==> config.mk <==
export PLATFORM = sky130hd
export DESIGN_NAME = fetch_unit
export DESIGN_NICKNAME = d
export VERILOG_FILES = /design/src/rtl/fetch_unit.sv
export SDC_FILE = /design/constraint.sdc
export NUM_CORES = 1
export LEC_CHECK = 0
export ABC_AREA = 1
export CAP_MARGIN = 20
export CORE_UTILIZATION = 45
export DETAILED_ROUTE_END_ITERATION = 10
export GPL_ROUTABILITY_DRIVEN = 0
export PLACE_DENSITY_LB_ADDON = 0.25
export SYNTH_ARGS = -nofsm -noshare
export SYNTH_HDL_FRONTEND = slang
export SYNTH_SLANG_ARGS = --single-unit
==> constraint.sdc <==
create_clock -name i_clk -period 3.9 [get_ports i_clk]
set_input_delay 0.39 -clock i_clk [delete_from_list [all_inputs] [get_ports i_clk]]
set_output_delay 0.39 -clock i_clk [all_outputs]
set_load 0.05 [all_outputs]
==> src/rtl/fetch_unit.sv <==
// Instruction-fetch front end: owns the PC, issues one req/ack fetch per
// instruction, holds the word until retired, and parks on a memory timeout.
module fetch_unit #(
  parameter logic [31:0] RESET_PC = 32'h0000_0000,
  parameter int unsigned TIMEOUT  = 255
) (
  input  logic        i_clk,
  input  logic        i_rst_n,
  input  logic [31:0] i_nextPC,
  input  logic        i_pcsrc,
  input  logic        i_advance,
  output logic [31:0] o_imem_addr,
  output logic        o_imem_req,
  input  logic        i_imem_ack,
  input  logic [31:0] i_imem_data,
  output logic [31:0] o_instr,
  output logic [31:0] o_pc,
  output logic [31:0] o_pcplus4,
  output logic        o_valid,
  output logic        o_fault
);

  typedef enum logic [1:0] {
    ST_START = 2'd0,
    ST_REQ   = 2'd1,
    ST_HOLD  = 2'd2,
    ST_FAULT = 2'd3
  } state_t;

  localparam logic [7:0] CNT_LAST = 8'(TIMEOUT - 1);

  state_t      state_r, state_s;
  logic [31:0] pc_r, pc_s;
  logic [31:0] instr_r, instr_s;
  logic        valid_r, valid_s;
  logic        fault_r, fault_s;
  logic [7:0]  cnt_r, cnt_s;

  // State and datapath registers
  always_ff @(posedge i_clk or negedge i_rst_n) begin
    if (!i_rst_n) begin
      state_r <= ST_START;
      pc_r    <= RESET_PC;
      instr_r <= 32'h0000_0000;
      valid_r <= 1'b0;
      fault_r <= 1'b0;
      cnt_r   <= 8'd0;
    end else begin
      state_r <= state_s;
      pc_r    <= pc_s;
      instr_r <= instr_s;
      valid_r <= valid_s;
      fault_r <= fault_s;
      cnt_r   <= cnt_s;
    end
  end

  // Next-state and datapath update
  always_comb begin
    state_s = state_r;
    pc_s    = pc_r;
    instr_s = instr_r;
    valid_s = valid_r;
    fault_s = fault_r;
    cnt_s   = cnt_r;
    case (state_r)
      ST_START: begin
        state_s = ST_REQ;
      end
      ST_REQ: begin
        if (i_imem_ack) begin
          instr_s = i_imem_data;
          valid_s = 1'b1;
          cnt_s   = 8'd0;
          state_s = ST_HOLD;
        end else if (cnt_r == CNT_LAST) begin
          // Timeout: clear the counter so it never carries into FAULT
          cnt_s   = 8'd0;
          valid_s = 1'b0;
          fault_s = 1'b1;
          state_s = ST_FAULT;
        end else begin
          cnt_s = cnt_r + 8'd1;
        end
      end
      ST_HOLD: begin
        if (i_advance) begin
          valid_s = 1'b0;
          pc_s    = i_pcsrc ? {i_nextPC[31:2], 2'b00} : (pc_r + 32'd4);
          state_s = ST_REQ;
        end else begin
          state_s = ST_HOLD;
        end
      end
      ST_FAULT: begin
        valid_s = 1'b0;
        fault_s = 1'b1;
        state_s = ST_FAULT;
      end
      default: begin
        state_s = ST_FAULT;
        valid_s = 1'b0;
        fault_s = 1'b1;
      end
    endcase
  end

  // Request is decoded from state so reset drops it without waiting for a clock
  assign o_imem_req  = (state_r == ST_REQ);
  assign o_imem_addr = pc_r;
  assign o_pc        = pc_r;
  assign o_pcplus4   = pc_r + 32'd4;
  assign o_instr     = instr_r;
  assign o_valid     = valid_r;
  assign o_fault     = fault_r;

endmodule

# --- Yosys cells after proc, flatten, opt, wreduce, memory -nomap -nowiden ---
# Index checks and enable logic that the tools add are counted.
word_totals:
  wordCells: 37
  inputBits: 69
  register_bits: 76
  out_inout_bits: 131
op_classes:
  reduce_logical: 7
  n_mux: 14
  eq_ne: 8
  add_sub_neg: 2
ops:
  columns: ["op", "n"]
  rows:
  - ["32-bit by 3-bit adder with 32-bit output, second input constant", 1]
  - ["32-bit 2-to-1 mux", 1]
  - ["8-bit 2-to-1 mux", 2]
  - ["8-bit by 1-bit adder with 8-bit output, second input constant", 1]
  - ["8-bit equality test, second input constant", 1]
  - ["2-bit case mux with 4 select lines", 1]
  - ["2-bit 2-to-1 mux", 3]
  - ["3-bit AND reduction", 2]
  - ["1-bit 2-to-1 mux", 5]
  - ["2-bit equality test, second input constant", 2]
  - ["2-bit inequality test, second input constant", 2]
  - ["2-bit AND reduction", 2]
  - ["3-bit by 1-bit inequality test with 1-bit output, second input constant", 1]
  - ["1-bit case mux with 3 select lines", 1]
  - ["3-bit nonzero test", 1]
  - ["2-bit by 1-bit equality test with 1-bit output, second input constant", 1]
  - ["2-bit logical NOT", 1]
  - ["2-bit by 1-bit inequality test with 1-bit output, second input constant", 1]
  - ["1-bit case mux with 2 select lines", 1]
  - ["2-bit nonzero test", 1]

# --- Longest topological paths before layout ---
depth:
  depth_word: 4
  ltp_mapped: 10
  depth_no_buf: 10

# --- Least setup slack after synthesis ---
# No wires, ideal clock.
synth_path:
  path_type: "reg-to-output"
  start: "reg pc_r[2], in the netlist o_imem_addr[2]"
  end: "out o_pcplus4[7]"
  t_required_ns: 3.510
  stages_incl_launch_ff: 5
  t_arrival_ns: 2.238
  slack_ns: 1.272
  path_cell_list: "dfrtp_1 -> inv_1 -> nor2_4 -> nand2_1 -> xor2_1"
synth_between:
  elab_chain_len: 1
synth_rtl:
  columns: ["element", "line", "rtl"]
  rows:
  - ["start, declared", "33", "logic [31:0] pc_r, pc_s;"]
  - ["start signal, assigned", "50", "pc_r <= pc_s;"]
  - ["32-bit by 3-bit adder with 32-bit output", "112", "assign o_pcplus4 = pc_r + 32'd4;"]
  - ["end, declared", "18", "output logic [31:0] o_pcplus4,"]
# Every way passes these cells.

# --- Final worst setup path ---
layout_path:
  start: "reg pc_r[2], in the netlist o_imem_addr[2]"
  end: "out o_pcplus4[28]"
# Same word-level chain as after synthesis.

==> impl_results.rst <==
.. list-table::
   :header-rows: 1

   * - Metric
     - Value
   * - Number of port buffers
     - 191
   * - Largest driver fanout on the critical path
     - 5
   * - Max-slew violation count
     - 0
   * - Required time of the critical path
     - 3.51 ns
   * - FF+latch count, synth
     - 74
   * - Y dimension of the die
     - around 100 um
   * - First-pass detailed-route iteration total
     - 4
   * - Final-layout fill cell count
     - 811
   * - Register-to-Register Path Depth
     - 4
   * - RSZ-0062 raised after global routing
     - false
   * - Number of synthesized flops with an enable pin
     - 0
   * - End of the worst register-to-register path
     - o_instr[24]$_DFFE_PN0P_
   * - Final hold vios
     - 0
   * - Net count, final
     - approximately 800
   * - Post-detailed-placement half-perimeter wirelength
     - 8.92 mm
   * - Count of antenna-violating nets left after detailed routing
     - 0
   * - Launch instance of the worst register-to-register path
     - state_r[0]$_DFFE_PN0P_
   * - CTS max path bufs
     - 2
   * - Worst setup path startpoint
     - o_imem_addr[2]$_DFFE_PN0P_
   * - Post-Place Cells
     - approximately 850
   * - Transition time at the pin with the least slew margin
     - between 0.9 and 1 ns
   * - Clock latency reported for the late side of the worst-skew pair
     - roughly 0.35 ns
   * - Initial cell density of the core
     - approximately 47%
   * - Worst Setup Start Kind
     - flip-flop
   * - Final cell utilization of the core
     - 68.1%
   * - Core Box Area
     - 0.00933 sq mm
   * - # DRC
     - 0
   * - Post-Synthesis Cell Area
     - 0.00437 sq mm
   * - Number of clock buffers inserted by TritonCTS
     - 9
   * - Count of boundary I/O pins
     - 200
   * - Maximum Capacitance Violations
     - 0
   * - Core Rows
     - 35
   * - Vias after detailed routing
     - 4224
   * - Critical path data arrival time
     - 2.63 ns
   * - Top_reg_cell synth
     - sky130_fd_sc_hd__dfrtp_1
   * - Proportion of layout cells with a drive suffix above 1
     - 5.17%
   * - CTS H-tree depth
     - 3
   * - Register clock-pin slew on the reported worst setup and hold paths
     - 0.09 ns
   * - Critical Path End Type
     - primary output
   * - Post-Synthesis Mean Instance Area
     - 7.66 sq um
   * - Post-cts sizing count
     - 0
   * - Final setup violation count
     - 0
   * - Timing-limited maximum frequency
     - 331 MHz
   * - Number of global-route vias before repair
     - 4221
   * - Cts-stage hold buffer count
     - 0
   * - FFs w/ async S/R, synth
     - 100%
   * - Hold/Removal Path Class
     - input pin to async pin
   * - Worst clock skew
     - 0.0161 ns
   * - Die outline width
     - 101 um
   * - Area of the die
     - 0.0101 sq mm
   * - Number of diodes added for antenna fixing
     - 0
   * - Library cell used as clock root buffer
     - sky130_fd_sc_hd__clkbuf_8
   * - Cell count after synthesis
     - 571
   * - Antenna violations before repair
     - 0
   * - GRT Util Overall
     - 24.4%
   * - Layout overhead on the synthesized area
     - 45.3%
   * - Global-route wire length before repair
     - 19.4 mm
   * - Final period utilization
     - ~77%
   * - Per-cell routed wire length
     - 13.8 um
   * - Sum of overflow across all layers after global routing
     - 0
   * - CTS tree
     - done
   * - Sink count of the clock tree
     - between 70 and 80
   * - Crit path kind
     - flip-flop to primary output
   * - Share of synthesized area occupied by flip-flops and latches
     - 42.3%
   * - Initial DRC Count
     - 132
   * - Hold slack
     - around 0.16 ns
   * - Fin cells
     - 864
   * - Setup TNS
     - 0 ns
   * - Reg-to-reg setup timing slack
     - 2.10 ns
   * - End of the critical path
     - o_pcplus4[28]
   * - Largest net degree at the start of global routing
     - 75
   * - Total of warnings raised by yosys
     - 0
   * - Total routed wirelength
     - about 12 mm
   * - Minimum period implied by the final worst setup slack
     - a little over 3 ns
   * - Per-cell via count in the routed design
     - 4.89
   * - Number of different library cells in the post-synthesis netlist
     - 30
   * - Count of buffers added by post-CTS timing repair for setup
     - 0
   * - Rel. slew slack
     - 35.6%
   * - Run status
     - completed
worst min-delay path by stage:
stage / startpoint / to / slack [ns]
floorplan: i_rst_n / cnt_r[0]$_DFFE_PN0P_ / 0.09
global placement: o_fault$_DFFE_PN0P_ / o_fault$_DFFE_PN0P_ / 0.46
detailed placement: o_fault$_DFFE_PN0P_ / o_fault$_DFFE_PN0P_ / 0.46
CTS: i_rst_n / o_imem_addr[20]$_DFFE_PN0P_ / 0.21
global route: i_rst_n / o_imem_addr[20]$_DFFE_PN0P_ / 0.25
finish: i_rst_n / o_imem_addr[20]$_DFFE_PN0P_ / 0.16
worst max-delay path, stage by stage (launching register included):
cell and delay (ns):
sky130_fd_sc_hd__dfrtp_1 0.41, sky130_fd_sc_hd__ha_1 0.22, sky130_fd_sc_hd__nand2_1 0.11, sky130_fd_sc_hd__nor2_2 0.18, sky130_fd_sc_hd__nand2_1 0.16, sky130_fd_sc_hd__nor2_1 0.19
sky130_fd_sc_hd__nand3_1 0.12, sky130_fd_sc_hd__nand2_1 0.09, sky130_fd_sc_hd__clkdlybuf4s50_1 0.79
synth_stat cells, types with 2 or more instances:
cell type	number	area [sq um]
sky130_fd_sc_hd__nand2_1	167	627
sky130_fd_sc_hd__nor2_1	84	315
sky130_fd_sc_hd__dfrtp_1	74	1850
sky130_fd_sc_hd__inv_1	45	169
sky130_fd_sc_hd__buf_4	36	270
sky130_fd_sc_hd__mux2_1	29	327
sky130_fd_sc_hd__nand3_1	29	145
sky130_fd_sc_hd__o21ai_0	26	130
sky130_fd_sc_hd__a21oi_1	20	100
sky130_fd_sc_hd__clkbuf_1	8	30.0
sky130_fd_sc_hd__xor2_1	7	61.3
sky130_fd_sc_hd__o22ai_1	6	37.5
sky130_fd_sc_hd__nor2_2	5	31.3
sky130_fd_sc_hd__nor2_4	4	45.0
sky130_fd_sc_hd__buf_6	3	33.8
sky130_fd_sc_hd__ha_1	3	37.5
sky130_fd_sc_hd__inv_2	3	11.3
sky130_fd_sc_hd__mux2_2	3	33.8
sky130_fd_sc_hd__nand2_2	3	18.8
sky130_fd_sc_hd__xnor2_1	3	26.3
sky130_fd_sc_hd__buf_2	2	10.0
sky130_fd_sc_hd__nand3b_1	2	15.0
sky130_fd_sc_hd__nand4_1	2	12.5
per-stage QoR:
| stage | area [sq um] | setup WS [ns] |
|---|---|---|
| floorplan | 4390 | 1.27 |
| global placement | 6130 | 1.29 |
| detailed placement | 6130 | 1.23 |
| CTS | 6350 | 0.846 |
| global route | 6350 | 0.621 |
| finish | 6350 | 0.881 |
cell type report:
class / instances / area, sq um / area share [%]
clock inverter: 7 / 98.8 / 1.56
timing repair buffer: 193 / 1920 / 30.3
clock buffer: 9 / 124 / 1.95
multi-input combinational: 403 / 2010 / 31.6
tap: 129 / 161 / 2.54
sequential: 74 / 1850 / 29.1
inverter: 49 / 184 / 2.89
cell families after synthesis:
family / after synthesis / synth area share [%]
fa+ha+maj: 3 / 0.858
buf+inv: 99 / 12.2
flops: 74 / 42.3
other cells: 1 / 0.0857
xor+xnor: 10 / 2.00
simple gates: 298 / 27.9
mux: 32 / 8.24
compound gates: 54 / 6.38
per-layer routing:
layer / vias to the layer above / GRT usage (%) / wire (um)
met2: 195 / 42.8 / 5880
met5: - / 0 / 0
li1: 2077 / - / -
met4: 0 / 10.8 / 379
met1: 1920 / 28.0 / 4640
met3: 32 / 6.31 / 1010
cells in the final DEF, fill, tap and decap left out:
cell type | Yosys | final
sky130_fd_sc_hd__a21oi_1 | 20 | 20
sky130_fd_sc_hd__a31oi_1 | 1 | 1
sky130_fd_sc_hd__and2_1 | 1 | 1
sky130_fd_sc_hd__buf_4 | 36 | 3
sky130_fd_sc_hd__bufinv_16 | 0 | 2
sky130_fd_sc_hd__clkbuf_8 | 0 | 9
sky130_fd_sc_hd__clkdlybuf4s50_1 | 0 | 190
sky130_fd_sc_hd__clkinv_1 | 1 | 1
sky130_fd_sc_hd__clkinv_2 | 0 | 1
sky130_fd_sc_hd__clkinv_4 | 0 | 1
sky130_fd_sc_hd__clkinvlp_4 | 0 | 1
sky130_fd_sc_hd__conb_1 | 1 | 6
sky130_fd_sc_hd__dfrtp_1 | 74 | 74
sky130_fd_sc_hd__ha_1 | 3 | 3
sky130_fd_sc_hd__inv_1 | 45 | 45
sky130_fd_sc_hd__inv_2 | 3 | 3
sky130_fd_sc_hd__inv_6 | 0 | 2
sky130_fd_sc_hd__mux2_1 | 29 | 29
sky130_fd_sc_hd__mux2_2 | 3 | 3
sky130_fd_sc_hd__nand2_1 | 167 | 167
sky130_fd_sc_hd__nand2_2 | 3 | 3
sky130_fd_sc_hd__nand3_1 | 29 | 29
sky130_fd_sc_hd__nand3b_1 | 2 | 2
sky130_fd_sc_hd__nand4_1 | 2 | 2
sky130_fd_sc_hd__nor2_1 | 84 | 84
sky130_fd_sc_hd__nor2_2 | 5 | 5
sky130_fd_sc_hd__nor2_4 | 4 | 4
sky130_fd_sc_hd__o21ai_0 | 26 | 26
sky130_fd_sc_hd__o21ai_1 | 1 | 1
sky130_fd_sc_hd__o22ai_1 | 6 | 6
sky130_fd_sc_hd__or2_2 | 1 | 1
sky130_fd_sc_hd__xnor2_1 | 3 | 3
sky130_fd_sc_hd__xor2_1 | 7 | 7
sequential cells by signal, summed over array words and instances, names as in the netlist:
name	cells
o_instr	32
o_imem_addr	30
cnt_r	8
state_r	2
o_fault	1
o_valid	1
Power is left out: the tool's default activity adds up to more than one toggle a clock period on the data nets, which glitch-free logic cannot reach.
